File: src/rtl/mem_bus_arbiter.sv
// Two-master round-robin arbiter in front of the BRAM controller's native bus.
// Optional watchdog enabled by defining MEM_ARB_TIMEOUT_EN.
//
// state  | meaning
// IDLE   | waiting for a master request; arbitration happens here
// ACTIVE | latched request presented to the slave, waiting for s_ready
// RESP   | one-cycle ready pulse with captured rdata to the owner
module mem_bus_arbiter #(
  parameter int unsigned TIMEOUT_CYCLES = 64
) (
  input  logic        clk,
  input  logic        reset,
  input  logic        m0_valid,
  input  logic [31:0] m0_addr,
  input  logic [31:0] m0_wdata,
  input  logic [3:0]  m0_wstrb,
  output logic        m0_ready,
  output logic [31:0] m0_rdata,
  input  logic        m1_valid,
  input  logic [31:0] m1_addr,
  input  logic [31:0] m1_wdata,
  input  logic [3:0]  m1_wstrb,
  output logic        m1_ready,
  output logic [31:0] m1_rdata,
  output logic        s_valid,
  output logic [31:0] s_addr,
  output logic [31:0] s_wdata,
  output logic [3:0]  s_wstrb,
  input  logic        s_ready,
  input  logic [31:0] s_rdata,
  output logic        grant,
  output logic        timeout_err
);

  typedef enum logic [1:0] {
    ST_IDLE   = 2'd0,
    ST_ACTIVE = 2'd1,
    ST_RESP   = 2'd2
  } state_t;

  state_t      state;
  state_t      state_nxt;
  logic        owner;
  logic        last_grant;
  logic [31:0] addr_q;
  logic [31:0] wdata_q;
  logic [3:0]  wstrb_q;
  logic [31:0] rdata_q;
  logic        req_any;
  logic        req_sel;
  logic        expire;

  // On a tie the master that did not win last time gets the bus.
  always_comb begin
    req_any = m0_valid | m1_valid;
    if (m0_valid && m1_valid) req_sel = ~last_grant;
    else                      req_sel = m1_valid;
  end

  always_ff @(posedge clk or posedge reset) begin
    if (reset) state <= ST_IDLE;
    else       state <= state_nxt;
  end

  always_comb begin
    state_nxt = state;
    case (state)
      ST_IDLE:   if (req_any) state_nxt = ST_ACTIVE;
      ST_ACTIVE: if (s_ready || expire) state_nxt = ST_RESP;
      ST_RESP:   state_nxt = ST_IDLE;
      default:   state_nxt = ST_IDLE;
    endcase
  end

  always_ff @(posedge clk or posedge reset) begin
    if (reset) begin
      owner      <= 1'b0;
      last_grant <= 1'b1;
      addr_q     <= '0;
      wdata_q    <= '0;
      wstrb_q    <= '0;
      rdata_q    <= '0;
    end else begin
      if (state == ST_IDLE && req_any) begin
        owner      <= req_sel;
        last_grant <= req_sel;
        addr_q     <= req_sel ? m1_addr  : m0_addr;
        wdata_q    <= req_sel ? m1_wdata : m0_wdata;
        wstrb_q    <= req_sel ? m1_wstrb : m0_wstrb;
      end
      // A real s_ready wins over a watchdog expiry in the same cycle.
      if (state == ST_ACTIVE && s_ready)
        rdata_q <= s_rdata;
      else if (expire)
        rdata_q <= 32'hDEAD_BEEF;
    end
  end

`ifdef MEM_ARB_TIMEOUT_EN
  logic [15:0] wd_cnt;
  logic        tmo_err_q;

  assign expire = (state == ST_ACTIVE) && !s_ready &&
                  (wd_cnt == 16'(TIMEOUT_CYCLES - 1));

  // Held at zero outside ACTIVE so it starts clean on every transfer.
  always_ff @(posedge clk or posedge reset) begin
    if (reset) begin
      wd_cnt    <= '0;
      tmo_err_q <= 1'b0;
    end else begin
      if (state != ST_ACTIVE)  wd_cnt <= '0;
      else if (!s_ready)       wd_cnt <= wd_cnt + 16'd1;
      if (expire) tmo_err_q <= 1'b1;
    end
  end

  assign timeout_err = tmo_err_q;
`else
  localparam int unsigned unused_timeout_cycles = TIMEOUT_CYCLES;
  assign expire      = 1'b0;
  assign timeout_err = 1'b0;
`endif

  // Outputs decode registers only; no master-to-slave combinational path.
  always_comb begin
    s_valid  = (state == ST_ACTIVE);
    s_addr   = addr_q;
    s_wdata  = wdata_q;
    s_wstrb  = wstrb_q;
    m0_ready = (state == ST_RESP) && !owner;
    m1_ready = (state == ST_RESP) &&  owner;
    m0_rdata = rdata_q;
    m1_rdata = rdata_q;
    grant    = owner;
  end

endmodule

File: config.mk
export PLATFORM = sky130hd
export DESIGN_NAME = mem_bus_arbiter
export DESIGN_NICKNAME = d
export VERILOG_FILES = /design/src/rtl/mem_bus_arbiter.sv
export SDC_FILE = /design/constraint.sdc
export NUM_CORES = 1
export LEC_CHECK = 0
export BUFFER_PORTS_ARGS = -buffer_cell sky130_fd_sc_hd__buf_4
export CAP_MARGIN = 20
export CORE_MARGIN = 5
export CORE_UTILIZATION = 25
export DETAILED_ROUTE_END_ITERATION = 10
export PLACE_DENSITY_LB_ADDON = 0.25
export SLEW_MARGIN = 15
export SYNTH_ARGS = -nofsm -noshare
export SYNTH_HDL_FRONTEND = slang
export SYNTH_SLANG_ARGS = --single-unit
export TNS_END_PERCENT = 20
File: constraint.sdc
create_clock -name clk -period 4.9 [get_ports clk]
set_clock_uncertainty 0.1 [all_clocks]
set_input_delay 0.735 -clock clk [delete_from_list [all_inputs] [get_ports clk]]
set_output_delay 0.735 -clock clk [all_outputs]
set_load 0.05 [all_outputs]
==> metrics.yaml, run 1 <==
finish:
  area_growth_pct: 54.2
  nets: 783
  mostFrequentLayoutCells: "buf_4 (311), mux2_2 (159), dfrtp_1 (103)"
  diodes: 0
  final_common_cell: "buf_4"
  drive_gt1_frac: 0.797
  final_cell_area_mm2: 0.00760
global_routing:
  global_route.usage.met3: 0.0424
  busiest_layer: "met2"
  antenna_found_initial: 0
  grt_use_met2: 0.213
  grt_pass1_wl_mm: 21.1
  grt.total_usage: 0.119
  grt_pass1_vias: 4051
  grt_overflow_total: 0
  grt_max_degree: 71
  use_met1: 0.128
clock_network:
  htreeDepth: 3
  cts_hold_buf: 0
  cts_root_buf: "clkbuf_16"
  cts_resized: 0
  clk_latency_ps: 350
  tritoncts: "yes"
  post-cts-setup-buffers: 0
  clk_pin_slew_ps: 70
  cts_sinks: 104
  cts_made_buffers: 9
  clockBufferDepth: 2
placement:
  place_congestion: 0.722
  post-dp-hpwl_mm: 10.9
  post_dp_cell_area_mm2: 0.00727
  portBuffers: 308
  dpl_worst_slack_ps: 2170
sta:
  setup_slack_ps: 2570
  finalCritPeriodShare: 0.476
  finalMaxSlewViolations: 0
  hold_viol: 0
  rsz0062_at_grt: "no"
  final.setup.tns_ps: 0
  fin_crit_ps: 2330
  clock.fmax_mhz: 429
  setup_viol: 0
  max-slew-margin-rel: 0.305
  whs_ps: 407
  worst_pin_slew_ps: 1040
yosys:
  synthCells: 339
  syn_area_mm2: 0.00493
  synth.distinct_cells: 22
  synth_seq_area_share: 0.528
  synth.avg_cell_area_um2: 14.5
  yosysWarnings: 0
  ys_ff_latch: 104
  synth_fp_nets: 512
critical_path:
  critPathArrivalTime_ps: 2460
  worstPathRequired_ps: 5030
  worstSetupStartpointType: "input port"
  r2r_slack_ps: 2580
  end_kind: "flip-flop"
  worstRegToRegCells: 3
  crit_chain: "buf_4 -> a21bo_4 -> mux2_2 -> mux2_2"
  critPathKind: "in -> reg"
  slowest_stage: "a21bo_4"
  rr_endpoint: "s_wstrb[3]"
  r2r_start: "last_grant"
  crit_path_frequent_cell: "mux2_2"
  critical-path-max-stage-delay_ps: 830
  cp_max_fo: 69
worst_hold_path:
  min-delay-start: "s_addr[16]"
  whs_endpoint: "s_addr[16]"
  hold_class: "reg -> reg"
  hold_depth: 1
floorplanning:
  core_mm2: 0.0195
  die_w_um: 150
  dieArea_mm2: 0.0226
  row_count: 51
  initial_core_util: 0.253
  io-pin-count: 310
  dieHeight_um: 150
detailed_routing:
  via_count: 3671
  drt_iter0_drc: 87
  wirelength_mm: 14.1
  drtAntennaViolNets: 0
  drcViolationCount: 0
  avgRoutedWirePerCell_um: 16.0
  dr.pass1.iters: 3
  viasPerCell: 4.17
outcome:
  status: "completed"
flow_run:
  max_cap_viol_count: 0
## worst max-delay path by stage
stage / start / end / slack [ps] / cells past startpoint
after CTS: last_grant / s_addr[2] / 2540 / 3
after detailed placement: m1_valid / s_addr[2] / 2170 / 4
after global placement: m1_valid / s_addr[16] / 2240 / 4
after floorplan: reset / grant / 1330 / 1
final: m1_valid / s_wstrb[3] / 2570 / 4
after global routing: last_grant / s_addr[16] / 2470 / 3
## stage by stage
stage,std cells,util
floorplan,339,-
global placement,864,0.374
detailed placement,864,0.374
CTS,880,0.391
global route,880,0.391
finish,880,0.391
## cells in the mapped netlist
master    instances  share of area
a21bo_1           1         0.0020
a21o_1            1         0.0015
a21oi_1           1         0.0010
a31oi_1           1         0.0013
and3b_1           1         0.0018
buf_2            14          0.014
buf_4            33          0.050
buf_6             2         0.0046
clkbuf_1          2         0.0015
conb_1            1        0.00076
dfrtp_1         103           0.52
dfstp_2           1         0.0053
inv_1             3         0.0023
mux2_1            9          0.021
mux2_2          159           0.36
nand2_1           1        0.00076
nor2_1            1        0.00076
nor2b_1           1         0.0013
nor3_1            1         0.0010
nor3b_1           1         0.0015
o21ai_0           1         0.0010
o21ai_1           1         0.0010
## cell type report
class,count,area (um^2)
Clock inverter,6,95.1
Clock buffer,10,239
Inverter,3,13.8
Multi-Input combinational cell,181,1990
Timing Repair Buffer,311,2330
Tap cell,265,332
Sequential cell,104,2600
Fill cell,1916,11900
## worst max-delay path, delay by kind of cell
family / cells / cell delay, ps
multiplexers: 2 / 690
AO/OA/AOI/OAI: 1 / 830
buffers and inverters: 1 / 130
## per-layer routing
metal  up-vias  wire, um
li1       1696         -
met1      1783      5060
met2       179      7370
met3        13      1410
met4         0       228
met5         -         0
## cell families (layout without fill, tap and decap cells)
| group | count (synthesis) | in the layout | share of synthesized area |
|---|---|---|---|
| buffers and inverters | 54 | 330 | 0.0728 |
| AOI/OAI and AO/OA | 6 | 6 | 0.00786 |
| other | 1 | 1 | 0.000760 |
| DFF | 104 | 104 | 0.528 |
| muxes | 168 | 168 | 0.384 |
| and+or+nand+nor | 6 | 6 | 0.00710 |
## registers in the layout, indices dropped and copies added, names as in the netlist
name and cells:
s_addr 32, m0_rdata 32, s_wstrb 4, grant 1
last_grant 1, state 2, s_wdata 32
Power of run 1 is not shown: default switching activity piles up to over one toggle a cycle in this logic, so the estimate is an artifact.
==> run 2: changes to the inputs <==
clock period = 2.3 ns   (was 4.9 ns; I/O delays follow)
==> metrics.yaml, run 2 (synthesis results as in run 1) <==
critical_path:
  worstPathRequired_ps: 2420  # -2610 ps
  rr_endpoint: "s_wdata[27]"
  worstRegToRegCells: 4  # +1
  crit_start: "last_grant"
  endpoint: "s_wdata[27]"
  r2r_slack_ps: 380  # -2200 ps
  critPathArrivalTime_ps: 2040  # -420 ps
  worstSetupStartpointType: "flip-flop"
  critPathKind: "reg -> reg"
  r2r_start: "last_grant"
  cp_max_fo: 31  # -55%
  end_kind: "flip-flop"
global_routing:
  grt.total_usage: 0.121  # +0.00249
  grt_max_degree: 57  # -20%
  grt_overflow_total: 0  # unchanged
  grt_pass1_vias: 4136  # +2.1%
  grt_pass1_wl_mm: 21.4  # +1.5%
  antenna_found_initial: 0  # unchanged
placement:
  place_congestion: 0.737  # +2.0%
  dpl_worst_slack_ps: 340  # -1830 ps
  portBuffers: 308  # unchanged
  post-dp-hpwl_mm: 11.3  # +3.1%
clock_network:
  cts_resized: 0  # unchanged
  clk_latency_ps: 340  # about the same
  clockBufferDepth: 2  # unchanged
  cts_root_buf: "clkbuf_16"
  htreeDepth: 3  # unchanged
  tritoncts: "yes"
  clk_pin_slew_ps: 80  # about the same
  cts_sinks: 104  # unchanged
  cts_made_buffers: 9  # unchanged
finish:
  area_growth_pct: 56.4
  nets: 790  # +0.89%
  fill_cells: 1870  # -2.4%
  diodes: 0  # unchanged
  mostFrequentLayoutCells: "buf_4 (312), mux2_2 (159), dfrtp_1 (103)"
  final_common_cell: "buf_4"
  drive_gt1_frac: 0.797  # about the same
floorplanning:
  initial_core_util: 0.253  # unchanged
  core_mm2: 0.0195  # unchanged
  die_w_um: 150  # unchanged
  dieHeight_um: 150  # unchanged
  dieArea_mm2: 0.0226  # unchanged
  row_count: 51  # unchanged
  io-pin-count: 310  # unchanged
detailed_routing:
  avgRoutedWirePerCell_um: 15.9  # -0.38%
  wirelength_mm: 14.1  # +0.41%
  via_count: 3663  # -0.22%
  dr.pass1.iters: 4  # +1
  viasPerCell: 4.13  # -1.0%
  drtAntennaViolNets: 0  # unchanged
  drt_iter0_drc: 43  # -51%
  drcViolationCount: 0  # unchanged
sta:
  finalMaxSlewViolations: 0  # unchanged
  final.setup.tns_ps: 0  # unchanged
  rsz0062_at_grt: "no"
  fin_crit_ps: 1920
  finalCritPeriodShare: 0.836
  hold_viol: 0  # unchanged
  max-slew-margin-rel: 0.597  # +0.292
  setup_viol: 0  # unchanged
  setup_slack_ps: 377  # -2190 ps
  worst_pin_slew_ps: 604  # -438 ps
  clock.fmax_mhz: 520
worst_hold_path:
  min-delay-start: "m0_valid"
  hold_class: "in -> reg"
outcome:
  status: "completed"
flow_run:
  max_cap_viol_count: 0  # unchanged
run 2: changes by cell type in the layout (fill, tap and decap cells not counted):
cell           before  now
clkinv_2            0    1
clkinvlp_4          0    2
clkbuf_8            1    0
inv_6               4    3
dlygate4sd3_1       0    1
inv_4               1    0
buf_4             311  312
buf_12              0    5
run 2: layout make-up:
cell class | count | area [um^2] | area share
Timing Repair Buffer | 318 | 2450 | 0.318
Multi-Input combinational cell | 181 | 1990 | 0.258
Tap cell | 265 | 332 | 0.0430
Inverter | 3 | 15.0 | 0.00195
Clock buffer | 9 | 225 | 0.0292
Clock inverter | 7 | 98.8 | 0.0128
Sequential cell | 104 | 2600 | 0.338
run 2: worst min path at each step:
stage	to	slack [ps]	cells past startpoint
floorplan	last_grant	310	1
global placement	m0_rdata[14]	350	3
detailed placement	m0_rdata[14]	360	3
CTS	state[0]	70	2
global route	last_grant	90	2
finish	last_grant	100	2
run 2: repair_timing:
action / CTS / global route
endpoints found under the setup margin: 0 / 0
buffers inserted: 0 / 0
hold buffers: 1 / 0
endpoints found under the hold margin: 54 / 0
run 2: per-layer routing:
| metal | vias to the layer above | global-route usage | share of wire |
|---|---|---|---|
| li1 | 1719 | - | - |
| met1 | 1744 | 0.130 | 0.35 |
| met2 | 189 | 0.218 | 0.52 |
| met3 | 11 | 0.0455 | 0.11 |
| met4 | 0 | 0.0444 | 0.015 |
| met5 | - | 0 | 0 |
run 2: critical path, stage by stage (launching register included):
cell	delay (ps)
dfstp_2	550
a21bo_4	270
buf_12	240
mux2_2	360
mux2_2	260
run 2: stage by stage:
| step | hold slack, ps | std cells | area, um^2 | utilization |
|---|---|---|---|---|
| 5_1_grt | 88.7 | 887 | 7710 | 0.396 |
| 3_5_place_dp | 364 | 870 | 7380 | 0.379 |
| 2_1_floorplan | 315 | 339 | 4940 | - |
| 6_report | 95.7 | 887 | 7710 | 0.396 |
| 3_3_place_gp | 354 | 870 | 7380 | 0.379 |
| 4_1_cts | 74.8 | 887 | 7710 | 0.396 |
Power of run 2 is left out for the same reason.
